## src/rtl/sp_ram_pkg.sv

```systemverilog
// Shared constants and sequencer state type for the single-port scratch RAM.
package sp_ram_pkg;

  localparam int DATA_W_DEF = 8;
  localparam int ADDR_W_DEF = 6;
  localparam int DEPTH      = 2 ** ADDR_W_DEF;

  // IDLE is the all-zero encoding so an un-reset register comes up idle.
  typedef enum logic {
    CLEAR = 1'b1,
    IDLE  = 1'b0
  } seq_state_t;

endpackage

```

## src/rtl/sp_ram_clear_seq.sv

```systemverilog
// Post-reset clear sweep: walks every address once, then hands the write port
// back to the user.
module sp_ram_clear_seq
  import sp_ram_pkg::*;
#(
  parameter int ADDR_W = ADDR_W_DEF
) (
  input  logic              clk,
  input  logic              rst,
  output logic              init_busy,
  output logic              clr_sel,
  output logic [ADDR_W-1:0] ptr
);

  seq_state_t state;

  always_ff @(posedge clk) begin
    if (rst) begin
      state     <= CLEAR;
      ptr       <= '0;
      init_busy <= 1'b1;
    end else begin
      case (state)
        CLEAR: begin
          ptr <= ptr + 1'b1;
          if (ptr == {ADDR_W{1'b1}}) begin
            state     <= IDLE;
            init_busy <= 1'b0;
          end
        end
        default: state <= IDLE;
      endcase
    end
  end

  assign clr_sel = (state == CLEAR);

endmodule

```

## src/rtl/sp_ram.sv

```systemverilog
// 2**ADDR_W x DATA_W single-port RAM, write-first registered read, zeroed by
// an internal sweep after every reset.
module sp_ram
  import sp_ram_pkg::*;
#(
  parameter int DATA_W = DATA_W_DEF,
  parameter int ADDR_W = ADDR_W_DEF
) (
  input  logic              clk,
  input  logic              rst,
  input  logic [DATA_W-1:0] data,
  input  logic [ADDR_W-1:0] addr,
  input  logic              we,
  output logic [DATA_W-1:0] Q,
  output logic              init_busy
);

  localparam int NWORDS = 2 ** ADDR_W;

  logic [DATA_W-1:0] mem [NWORDS];
  logic              clr_sel;
  logic [ADDR_W-1:0] clr_ptr;
  logic              wr_en;
  logic [ADDR_W-1:0] wr_addr;
  logic [DATA_W-1:0] wr_data;

  sp_ram_clear_seq #(.ADDR_W(ADDR_W)) u_clear_seq (
    .clk       (clk),
    .rst       (rst),
    .init_busy (init_busy),
    .clr_sel   (clr_sel),
    .ptr       (clr_ptr)
  );

  // One muxed write port keeps the array inferable as block RAM.
  assign wr_en   = !rst && (clr_sel || we);
  assign wr_addr = clr_sel ? clr_ptr : addr;
  assign wr_data = clr_sel ? '0 : data;

  always_ff @(posedge clk) begin
    if (wr_en) mem[wr_addr] <= wr_data;
  end

  always_ff @(posedge clk) begin
    if (rst || clr_sel) Q <= '0;
    else if (we)        Q <= data;
    else                Q <= mem[addr];
  end

endmodule

```

## config.mk

```make
export PLATFORM = sky130hd
export DESIGN_NAME = sp_ram
export DESIGN_NICKNAME = d
export VERILOG_FILES = /design/src/rtl/sp_ram_pkg.sv /design/src/rtl/sp_ram_clear_seq.sv /design/src/rtl/sp_ram.sv
export SDC_FILE = /design/constraint.sdc
export NUM_CORES = 1
export LEC_CHECK = 0
export CAP_MARGIN = 10
export CORE_ASPECT_RATIO = 1.5
export CORE_MARGIN = 2
export CORE_UTILIZATION = 35
export DETAILED_ROUTE_END_ITERATION = 8
export RECOVER_POWER = 100
export SLEW_MARGIN = 15
export SYNTH_ARGS = -nofsm -noshare
export SYNTH_HDL_FRONTEND = slang
export SYNTH_HIERARCHICAL = 1
export SYNTH_SLANG_ARGS = --single-unit
export TNS_END_PERCENT = 30
```

## constraint.sdc

```tcl
create_clock -name clk -period 3.3 [get_ports clk]
set_input_delay 0.33 -clock clk [delete_from_list [all_inputs] [get_ports clk]]
set_output_delay 0.33 -clock clk [all_outputs]
set_load 0.02 [all_outputs]
```

* After elaboration in Yosys (flattened, before gate mapping) *
Memory sizes are Yosys's and may differ from the RTL's. A register that Yosys moved wholly into a read port is not among the register bits.
Index checks and enable logic that the tools add are counted.

operators by class
  multiplexer cells = 6
  reductions and logical operators = 5
  equality and inequality tests = 1
  add/sub/neg operators = 1

operators with widths
  kind                 number
  $mux 8               1
  $add 6x1->6 const B  1
  $eq 6x6->1 const B   1
  $mux 6               1
  $mux 1               4
  $logic_or 1x1->1     2
  $reduce_and 2->1     1
  $logic_and 1x1->1    1
  $logic_not 1->1      1

word-level totals
  output and inout port bits = 9
  bits of input ports = 17
  memory bits (writable) = 512
  logic and storage cells = 17
  register bits = 8
  memories = 1

memories
  memory  words  bits a word  read ports  clocked after memory_dff  wr ports  RTL line      source
  mem     64     8            1           1                         1         sp_ram.sv:20  logic [DATA_W-1:0] mem [NWORDS];

* Longest topological paths before layout *
  depth after elaboration = 4
  mapped depth = 9
  depth with buffers taken out = 5

* Modules after synthesis *
Netlist, hierarchy kept.

by module, submodules not included
  module            area each (um^2)  sequential area each (um^2)  cells an instance  times used
  sp_ram            20447.1           15534.9                      994                1
  sp_ram_clear_seq  344.1             160.2                        33                 1

* Least setup slack after synthesis *
Ideal clock, no wire load.

  kind = register to register
  from = register u_clear_seq.state (netlist: u_clear_seq/clr_sel)
  to = memory mem[0][0] (netlist bit) (data pin)
  arrival time = 2.549 ns
  slack = 0.237 ns
  library setup time = 0.514 ns
  data required time = 2.786 ns
  stages on the path, launching flop included = 5
  clock period less this slack = 3.063 ns
  buffers on the path = 3
  cell sequence = dfxtp_1 -> clkbuf_1 -> buf_1 -> clkbuf_1 -> nor2b_1

between the ends
  longest elaborated chain between the ends = 1

ends and longest elaborated chain
  element                 RTL line                source
  start, declared         sp_ram_clear_seq.sv:15  seq_state_t state;
  start signal, assigned  sp_ram_clear_seq.sv:19  state <= CLEAR;
  start signal, assigned  sp_ram_clear_seq.sv:27  state <= IDLE;
  start signal, assigned  sp_ram_clear_seq.sv:31  default: state <= IDLE;
  $mux 8                  sp_ram.sv:38            assign wr_data = clr_sel ? '0 : data;
  net wr_data[0]          sp_ram.sv:25            logic [DATA_W-1:0] wr_data;
  end, declared           sp_ram.sv:20

The timed path passes the listed nets, and every way through them passes these cells.

* Worst setup path after layout *
  from = register u_clear_seq.state (netlist: u_clear_seq/clr_sel)
  to = register Q[0] (read register of mem)

between the ends
  longest elaborated chain between the ends = 1

ends and longest elaborated chain
  element           RTL line      source
  $logic_or 1x1->1  sp_ram.sv:45  if (rst || clr_sel) Q <= '0;
  end, declared     sp_ram.sv:14  output logic [DATA_W-1:0] Q,

Every way passes these cells.
A chain may end at the register's enable or synchronous reset.

==> impl_metrics.toml <==
[clock_network]
post_cts_resized = 0
cts_buffer_depth = 3
cts-root-buf = "clkbuf_16"
hold_buffers = 0
cts_setup_buffers = 0
worstSkewPairLatency_ns = 0.57
clk_pin_slew_ns = 0.07
ctsHtreeMaxLevel = 2
cts_tree = "built"
cts.sinks = 528
numCtsBuffers = 44

[pwr]
clkPwrFrac = 0.402
p_seq_frac = 0.555
p_comb_frac = 0.042
switching_power_mw = 2.67
power.total_mw = 13.1
internal_power_mw = 10.4
p_leak_nw = 7.56
cellPowerDensity_mw_per_mm2 = 550
p_sw_frac = 0.204
worst_ir_drop_vdd_mv = 0.325

[hold_path]
hold_depth = 3
hp-class = "input port to register"
min_to = "Q[1]"
hp-start = "data[1]"

[yosys]
synth-edff-count = 512
synth_top_flop_cell = "edfxtp_1"
synthTopCellsByCount = "edfxtp_1 (512), mux4_2 (125), nor2_1 (81)"
synthCells = 1027
synth-seq-cells = 528
ys_seq_area_frac = 0.755
syn-num-nets = 1045
synthMostInstantiatedCell = "edfxtp_1"
synth_cell_types = 47
ys_warn_count = 6
yosysTopAreaCellShare = 0.739
synth_top_cell_by_area = "edfxtp_1"
synthArstFlopShare = 0
netlist_area_mm2 = 0.0208
synth.area.top_cells = "edfxtp_1 (74%), mux4_2 (14%), mux2i_1 (2.1%)"
syn_area_per_cell_um2 = 20.2

[setup_path]
r2r_cells = 7
rrSetupSlack_ns = 0.49
path_class = "register to register"
timing.rr.start = "u_clear_seq/clr_sel"
critPathLaunchType = "register"
crit_path_max_fanout = 22
r2r-end = "Q[0]"
arrival_ns = 3.23
end_kind = "register"
worstPathRequired_ns = 3.72

[sta]
drv_slew = 268
fin_crit_sh = 0.851
max_freq_mhz = 356
setup_viol = 0
finalHoldViolCount = 0
fin_skew_ns = 0.0228
grt_setup_unrepaired = "false"
period_minus_slack_ns = 2.81
tightest_slew_ns = 1.86
max_slew_margin = -0.240
tns_ns = 0

[routing]
drt-initial-drc-count = 850
wl_per_cell_um = 25.5
ant_nets = 0
wl_um = 50200
first_pass_iters = 5
num_vias = 10340
via_per_inst = 5.26
drc = 0

[placement]
place_area_mm2 = 0.0227
gp_congestion = 0.865
place_hpwl_um = 33500
port_buffers = 25

[global_route]
grt_max_degree = 65
track_usage = 0.166
grt_pass1_wl_um = 73900
first_global_vias = 10669
antenna_found_initial = 1
grt_overflow = 0

[floorplan]
initial_core_util = 0.354
dieArea_mm2 = 0.0614
ioPinCount = 26
die_width_um = 203
fp.coreArea_mm2 = 0.0588
die_h_um = 303
rows = 109

[cells_and_area]
final_net_count = 1174
drive_gt1_frac = 0.217
fin_util = 0.405
antenna_cells = 0
final_area_mm2 = 0.0238
area_growth_pct = 14.6

[run]
drv_cap = 8

[outcome]
failed_checks = "capacitance limit, slew limit"
outcome = "finished with violations"
==> routing by layer <==
| layer | vias up | GRT usage | part of all wire |
|---|---|---|---|
| met5 | - | 0 | 0.00016 |
| met1 | 5462 | 0.201 | 0.38 |
| met2 | 339 | 0.303 | 0.53 |
| li1 | 4453 | - | - |
| met4 | 2 | 0.0603 | 0.037 |
| met3 | 84 | 0.0191 | 0.045 |
==> logic make-up after synthesis <==
logic type                 share of synthesized area
and+or+nand+nor                               0.0417
adders and majority gates                   0.000602
xor gates and xnor gates                     0.00169
buffers and inverters                         0.0158
AOI/OAI and AO/OA                             0.0238
muxes                                          0.162
DFF                                            0.755
==> worst max-delay path, stage by stage (launching register included) <==
cell and delay, ns:
dfxtp_2 0.58, clkbuf_1 0.48, nor3_1 0.16, nand2b_1 0.22
clkbuf_1 0.32, a21oi_1 0.09, a32oi_1 0.70, nand2_1 0.12
==> cells in the final DEF, fill, tap and decap left out, drive strengths merged, types with 3 or more instances in the layout <==
| cell type | instances |
|---|---|
| a21oi | 12 |
| nand3 | 16 |
| dlygate4sd3 | 9 |
| clkdlybuf4s50 | 12 |
| nand2b | 9 |
| o22ai | 5 |
| buf | 45 |
| mux2i | 43 |
| mux4 | 125 |
| clkinv | 12 |
| a31oi | 7 |
| clkbuf | 128 |
| xor2 | 3 |
| clkinvlp | 3 |
| inv | 5 |
| a22o | 3 |
| o21ai | 12 |
| nand4 | 6 |
| dfxtp | 16 |
| bufinv | 4 |
| a221oi | 6 |
| a22oi | 15 |
| edfxtp | 512 |
| nor2 | 81 |
| nand2 | 48 |
| mux2 | 10 |
| nor2b | 19 |
==> flip-flops by register name (all words and copies together), names as in the netlist <==
name / cells
Q: 8
mem: 512
u_clear_seq/clr_sel: 1
u_clear_seq/init_busy: 1
u_clear_seq/ptr: 6
==> cell type report <==
type,count,area [um2]
Timing Repair Buffer,135,911
Tap cell,777,972
Clock buffer,59,1220
Sequential cell,528,15700
Multi-Input combinational cell,444,4790
Inverter,3,11.3
Clock inverter,21,221
Fill cell,5177,35000
==> power groups by stage <==
stage / clock network [mW] / logic [mW] / registers, mW
floorplan: 0 / 0.372 / 7.41
global placement: 0 / 0.570 / 7.42
detailed placement: 0 / 0.570 / 7.42
finish: 5.27 / 0.556 / 7.27
CTS: 5.38 / 0.571 / 7.27
global route: 5.60 / 0.590 / 7.27
==> how the worst max path moves through the flow <==
| stage | from | end |
|---|---|---|
| floorplan | u_clear_seq/clr_sel | mem[0][0] |
| CTS | addr[0] | Q[3] |
| detailed placement | addr[0] | Q[3] |
| global route | u_clear_seq/clr_sel | mem[47][5] |
| global placement | addr[0] | Q[3] |
| finish | u_clear_seq/clr_sel | Q[0] |
==> per-stage QoR <==
stage / hold slack (ns) / std cells / setup WS, ns
2_1_floorplan: 0.439 / 1027 / 0.237
3_3_place_gp: 0.436 / 1887 / 0.128
3_5_place_dp: 0.447 / 1887 / 0.0822
4_1_cts: 0.422 / 1967 / 0.681
5_1_grt: 0.461 / 1967 / 0.288
6_report: 0.434 / 1967 / 0.490
Power figures use the tool's default switching activity.
